### config.mk
export PLATFORM = sky130hd
export DESIGN_NAME = mux_scan_sequencer
export DESIGN_NICKNAME = d
export VERILOG_FILES = /design/src/rtl/mux_scan_pkg.sv /design/src/rtl/mux_scan_sequencer.sv
export SDC_FILE = /design/constraint.sdc
export NUM_CORES = 1
export LEC_CHECK = 0
export CAP_MARGIN = 10
export CORE_MARGIN = 8
export CORE_UTILIZATION = 32
export DETAILED_ROUTE_END_ITERATION = 8
export PLACE_DENSITY = 0.55
export SLEW_MARGIN = 20
export SYNTH_ARGS = -nofsm -noshare
export SYNTH_HDL_FRONTEND = slang
export SYNTH_SLANG_ARGS = --single-unit
### constraint.sdc
create_clock -name clk -period 1.5 [get_ports clk]
set_input_delay 0.3 -clock clk [delete_from_list [all_inputs] [get_ports clk]]
set_output_delay 0.3 -clock clk [all_outputs]
set_load 0.01 [all_outputs]
### src/rtl/mux_scan_pkg.sv
// Shared types and constants for the mux scan sequencer.
package mux_scan_pkg;

  localparam int unsigned SEL_W_DEF = 4;
  localparam int unsigned CNT_W     = 4;

  typedef enum logic [1:0] {
    IDLE,
    SCAN,
    HOLD
  } scan_state_t;

endpackage

### src/rtl/mux_scan_sequencer.sv
// Steps an external mux select through all inputs and assembles the sampled bits into a word.
// Optional MUX_SCAN_PARITY_EN adds a registered XOR of the completed word.
module mux_scan_sequencer
  import mux_scan_pkg::*;
#(
  parameter int unsigned SEL_W  = SEL_W_DEF,
  parameter int unsigned SETTLE = 1
) (
  input  logic                clk,
  input  logic                rst_n,
  input  logic                start,
  output logic                busy,
  output logic [SEL_W-1:0]    sel,
  input  logic                mux_out,
  output logic [2**SEL_W-1:0] data,
  output logic                data_valid,
  input  logic                data_ready
`ifdef MUX_SCAN_PARITY_EN
  ,
  output logic                parity
`endif
);

  localparam int unsigned N = 2**SEL_W;
  localparam logic [CNT_W-1:0] SettleCnt = CNT_W'(SETTLE);
  localparam logic [SEL_W-1:0] LastSel   = SEL_W'(N - 1);

  scan_state_t      state_q, state_d;
  logic [SEL_W-1:0] sel_q, sel_d;
  logic [CNT_W-1:0] cnt_q, cnt_d;
  logic [N-1:0]     data_q, data_d;
  logic             valid_q, valid_d;
`ifdef MUX_SCAN_PARITY_EN
  logic             parity_q, parity_d;
`endif

  always_comb begin
    state_d = state_q;
    sel_d   = sel_q;
    cnt_d   = cnt_q;
    data_d  = data_q;
    valid_d = valid_q;
`ifdef MUX_SCAN_PARITY_EN
    parity_d = parity_q;
`endif
    unique case (state_q)
      IDLE: begin
        if (start) begin
          data_d  = '0;
          sel_d   = '0;
          cnt_d   = SettleCnt;
          state_d = SCAN;
        end
      end
      SCAN: begin
        if (cnt_q != '0) begin
          cnt_d = cnt_q - CNT_W'(1);
        end else begin
          data_d[sel_q] = mux_out;
          if (sel_q == LastSel) begin
            state_d = HOLD;
            sel_d   = '0;
            valid_d = 1'b1;
`ifdef MUX_SCAN_PARITY_EN
            // Includes the bit captured on this same edge.
            parity_d = ^data_d;
`endif
          end else begin
            sel_d = sel_q + SEL_W'(1);
            cnt_d = SettleCnt;
          end
        end
      end
      HOLD: begin
        if (data_ready) begin
          valid_d = 1'b0;
          if (start) begin
            data_d  = '0;
            cnt_d   = SettleCnt;
            state_d = SCAN;
          end else begin
            state_d = IDLE;
          end
        end
      end
      default: state_d = IDLE;
    endcase
  end

  always_ff @(posedge clk or negedge rst_n) begin
    if (!rst_n) begin
      state_q <= IDLE;
      sel_q   <= '0;
      cnt_q   <= '0;
      data_q  <= '0;
      valid_q <= 1'b0;
`ifdef MUX_SCAN_PARITY_EN
      parity_q <= 1'b0;
`endif
    end else begin
      state_q <= state_d;
      sel_q   <= sel_d;
      cnt_q   <= cnt_d;
      data_q  <= data_d;
      valid_q <= valid_d;
`ifdef MUX_SCAN_PARITY_EN
      parity_q <= parity_d;
`endif
    end
  end

  assign busy       = (state_q != IDLE);
  assign sel        = sel_q;
  assign data       = data_q;
  assign data_valid = valid_q;
`ifdef MUX_SCAN_PARITY_EN
  assign parity     = parity_q;
`endif

endmodule

# After elaboration in Yosys (flattened, before gate mapping)
# Index checks and enable logic that the tools add are counted.
# word_totals
reg_bits,27
elab_cells,55
output_inout_bits,22
# op_classes
addsub,2
n_eq_ne,8
n_reduce_logical,12
n_mux,26
magnitude_cmp,2
# op_table
cell,count
two-way mux 16 bit,3
one-hot mux 16 bit (3 select lines),1
two-way mux 4 bit,7
bitwise mux 16 bit,1
one-hot mux 4 bit (3 select lines),1
AND reduction 3 bit,3
two-way mux 2 bit,4
!= test 2 bit (second input constant),4
one-hot mux 4 bit (2 select lines),1
AND reduction 4 bit,2
one-hot mux 2 bit (3 select lines),1
nonzero test 2 bit,3
less-than comparator 4 x 5 -> 1 bit (second input constant),1
two-way mux 1 bit,5
adder 4 x 1 -> 4 bit (second input constant),1
demux 1 bit (select 4 bit),1
equality test 4 bit (second input constant),1
greater-or-equal comparator 4 x 1 -> 1 bit (second input constant),1
nonzero test 4 bit,1
subtractor 4 x 1 -> 4 bit (second input constant),1
!= test 3 bit (second input constant),1
nonzero test 3 bit,1
equality test 2 x 1 -> 1 bit (second input constant),1
equality test 2 bit (second input constant),1
3 further kinds,3

# Logic depth before layout (Yosys ltp)
# logic_depth
ltp_word,7
ltp_mapped,7
ltp_nobuf,5

# Worst setup path before layout
# OpenSTA, ideal clock, no wires.
# synth_timing
kind,reg2reg
start,reg cnt_q[0]
end,"reg data_q[15], in the netlist data[15]"
stages_incl_launch_ff,8
synth_period_minus_slack_ns,1.654
arrival_time_ns,1.522
required_ns,1.369
path_slack_ns,-0.154
setup_ns,0.131
cell_sequence,dfrtp_1 inv_1 ha_1 or3b_4 buf_6 buf_8 o2111ai_1 nand3_1
# synth_between
elab_chain_cells,3
# synth_lines
element,line_no,source
start: declaration,mux_scan_sequencer.sv:30,"logic [CNT_W-1:0] cnt_q, cnt_d;"
start signal: assignment,mux_scan_sequencer.sv:103,cnt_q <= cnt_d;
nonzero test 4 bit,mux_scan_sequencer.sv:56,if (cnt_q != '0) begin
!= test 2 bit (no source line),n/a,
AND reduction 3 bit (no source line),n/a,
end signal: assignment,mux_scan_sequencer.sv:104,data_q <= data_d;
end: declaration,mux_scan_sequencer.sv:31,"logic [N-1:0] data_q, data_d;"
# Every way passes these cells.
# A chain may end at the register's enable or synchronous reset.

# Worst setup path after layout
# layout_timing
start,reg cnt_q[1]
end,"reg data_q[1], in the netlist data[1]"
# Same word-level chain as after synthesis.

==> impl_metrics.json <==
{
  "status": "complete, but fails checks",
  "violations": "negative setup slack",
  "drv_cap": 0,
  "synthCells": 194,
  "io_pins": 27,
  "synthSimpleGateAreaFrac_pct": 29.6,
  "wl_per_cell_um": 16.5,
  "crit_slowest_cell": "or3b_4",
  "synth_top_family_by_area": "simple AND/OR/NAND/NOR gates",
  "peakVddDrop_mv": 0.767,
  "syn-mean-instance-area_um2": 8.99,
  "fin_crit_ps": 1600,
  "die_width_um": 89.8,
  "hold_path_class": "primary input to asynchronous set/reset pin",
  "synth_compound_area_share_pct": 18.2,
  "cp_cell_sequence": "inv_2, ha_4, or3b_4, buf_12, o2111ai_1, nand3_1",
  "grt_pass1_vias": 1645,
  "critPathLaunchType": "flip-flop",
  "synth_xor_area_share_pct": 0.502,
  "insertion_delay_ps": 280,
  "clock_tree.root_cell": "clkbuf_8",
  "final_nets": 257,
  "cts_tree": "done",
  "ys_ff_latch": 27,
  "synth.mux.area_fraction_pct": 0,
  "finalWorstSetupSlack_ps": -105,
  "htreeDepth": 1,
  "finalPower_mw": 4.36,
  "fin_crit_sh_pct": 107,
  "nFillCells": 529,
  "clock_sinks": 27,
  "initial_core_util_pct": 32.5,
  "cts.hold.buffers_added": 0,
  "p_leak_nw": 1.08,
  "clock.fmax_mhz": 623,
  "syn_to_final_growth_pct": 42.0,
  "setup.worst_path.class": "flip-flop to flip-flop",
  "finalSetupViolations": 21,
  "fin_hold_ws_ps": 393,
  "synth_fa_ha_area_share_pct": 4.30,
  "numCtsBuffers": 3,
  "ctsLongestPathBuffers": 2,
  "io_buffers": 26,
  "gp_congestion": 0.768,
  "cpPeakStageDelay_ps": 410,
  "fp.coreArea_um2": 5370,
  "overflow": 0,
  "hpwl_mm": 3.55,
  "cellPowerDensity_nw_per_um2": 1760,
  "cp.arrival_ps": 1770,
  "synth.distinct_cells": 44,
  "drt_iter0_markers": 113,
  "slew_headroom_pct": 75.6,
  "fp.dieArea_um2": 8070,
  "die-height_um": 89.8,
  "cp-end-kind": "flip-flop",
  "finalClockSkew_ps": 2.23,
  "routed_wl_mm": 5.23,
  "cp_max_fo": 14,
  "drt_first_pass_iters": 4,
  "tightest_slew_ps": 366,
  "antenna_found_initial": 0,
  "drc": 0,
  "hold_viol": 0,
  "regToRegStartpoint": "cnt_q[1]",
  "netlist_area_um2": 1740,
  "rows": 27,
  "drtAntennaViolNets": 0,
  "syn-num-nets": 205,
  "yosys_warnings": 0,
  "path_clk_slew_ps": 100,
  "rsz0062_at_grt": "true",
  "grt_first_pass_wirelength_mm": 8.52,
  "cp-startpoint": "cnt_q[1]",
  "cp.required_ps": 1670,
  "via_per_inst": 5.40,
  "n_antenna_cell": 0,
  "synth_seq_area_share_pct": 38.7,
  "vias": 1713,
  "grt_max_degree": 28,
  "slew_viol_final": 0,
  "layout-drive-gt1-share_pct": 29.8,
  "gr-usage-all-layers_pct": 12.4
}
-- final cells by class --
cell class / instances / area (um^2) / area share [%]
multi-input combinational: 135 / 1020 / 41.3
sequential: 27 / 678 / 27.4
timing repair buffer: 69 / 602 / 24.3
tap: 72 / 90.1 / 3.64
clock buffer: 3 / 41.3 / 1.67
inverter: 10 / 37.5 / 1.52
clock inverter: 1 / 5.00 / 0.202
-- final timing paths --
check	end	slack (ps)	cells after the start
max in group asynchronous	sel[2]	820	2
max	data[1]	-100	6
max reg2reg	data[1]	-100	6
min reg2reg	data_valid	530	2
min	state_q[1]	390	2
min in group clk	data_valid	530	2
-- kinds of logic (layout without fill, tap and decap cells) --
| family | after synthesis | after routing |
|---|---|---|
| flip-flops | 27 | 27 |
| adder cells (fa/ha/maj) | 6 | 6 |
| AND/OR/NAND/NOR | 89 | 89 |
| buffers and inverters | 32 | 83 |
| AO/OA/AOI/OAI | 39 | 39 |
| XOR/XNOR | 1 | 1 |
-- metal layers --
layer / share of wire (%) / track usage [%] / vias to the layer above / wire length, um
li1: - / - / 842 / -
met4: 0.65 / 3.39 / 0 / 34
met5: 0 / 0 / - / 0
met1: 47 / 16.3 / 841 / 2440
met2: 49 / 20.6 / 28 / 2570
met3: 3.6 / 1.58 / 2 / 188
-- sequential cells by signal (all words and copies together), names as in the netlist --
register    cells
cnt_q           4
data           16
data_valid      1
sel             4
state_q         2
-- critical path: cells and delay by family (launching register included) --
kind	cells	cell delay, ps
adder cells (fa/ha/maj)	1	140
AND/OR/NAND/NOR	2	500
AO/OA/AOI/OAI	1	190
buffers and inverters	2	260
flip-flops	1	400
-- placed cells by master, fill, tap and decap left out, drive strengths merged, types with 4 or more instances in the layout --
cell type | synthesis | layout
nand4 | 12 | 12
nand3b | 8 | 8
clkdlybuf4s50 | 0 | 4
dfrtp | 27 | 27
nand3 | 40 | 40
inv | 10 | 10
ha | 6 | 6
nand2 | 5 | 5
o2111ai | 16 | 16
a211o | 4 | 4
buf | 11 | 44
o211ai | 4 | 4
dlygate4sd2 | 0 | 20
-- where the power goes --
group / internal, mW / switching (mW)
Sequential: 0.918 / 0.132
Clock: 0.187 / 0.258
Combinational: 1.46 / 1.41
Total: 2.56 / 1.80
-- per-stage QoR --
| stage | util, % | setup WS (ps) | TNS, ps | cell area (um^2) | instances |
|---|---|---|---|---|---|
| global route | 46.1 | -168 | -3000 | 2480 | 317 |
| floorplan | - | -81.0 | -781 | 1810 | 194 |
| finish | 46.1 | -105 | -1620 | 2480 | 317 |
| detailed placement | 43.7 | -213 | -3920 | 2350 | 305 |
| CTS | 45.1 | -119 | -2120 | 2420 | 315 |
| global placement | 43.7 | -207 | -3740 | 2350 | 305 |
-- synth_stat cells (all sizes together) --
master | count | area [um^2]
buf | 11 | 71.3
o211ai | 4 | 35.0
a31o | 2 | 17.5
ha | 6 | 75.1
nand4 | 12 | 75.1
nor3b | 1 | 7.51
and3b | 1 | 8.76
a31oi | 1 | 6.26
o22ai | 1 | 6.26
nor4 | 1 | 6.26
nor2b | 3 | 18.8
xnor2 | 1 | 8.76
dfrtp | 27 | 676
clkbuf | 11 | 42.5
or3b | 2 | 20.0
or3 | 1 | 6.26
or2 | 1 | 6.26
o21ai | 3 | 15.0
a211o | 4 | 35.0
and3 | 2 | 12.5
a21o | 1 | 7.51
a21oi | 2 | 10.0
nand2b | 3 | 18.8
nor2 | 2 | 7.51
o2111ai | 16 | 140
a22o | 2 | 17.5
and4b | 1 | 10.0
o21bai | 1 | 7.51
nand3 | 40 | 200
nand2 | 5 | 18.8
a221o | 2 | 20.0
nand3b | 8 | 60.1
nor3 | 3 | 15.0
and2 | 2 | 15.0
nor4b | 1 | 8.76
inv | 10 | 37.5
-- what timing repair did --
item / CTS / global route
pin swaps: 3 / 4
gates cloned: 0 / 1
endpoints found under the hold margin: 0 / 0
setup buffers: 6 / 2
resized for setup: 27 / 10
setup endpoints to repair: 44 / 27
No activity file was read; power rests on OpenSTA's default activity.
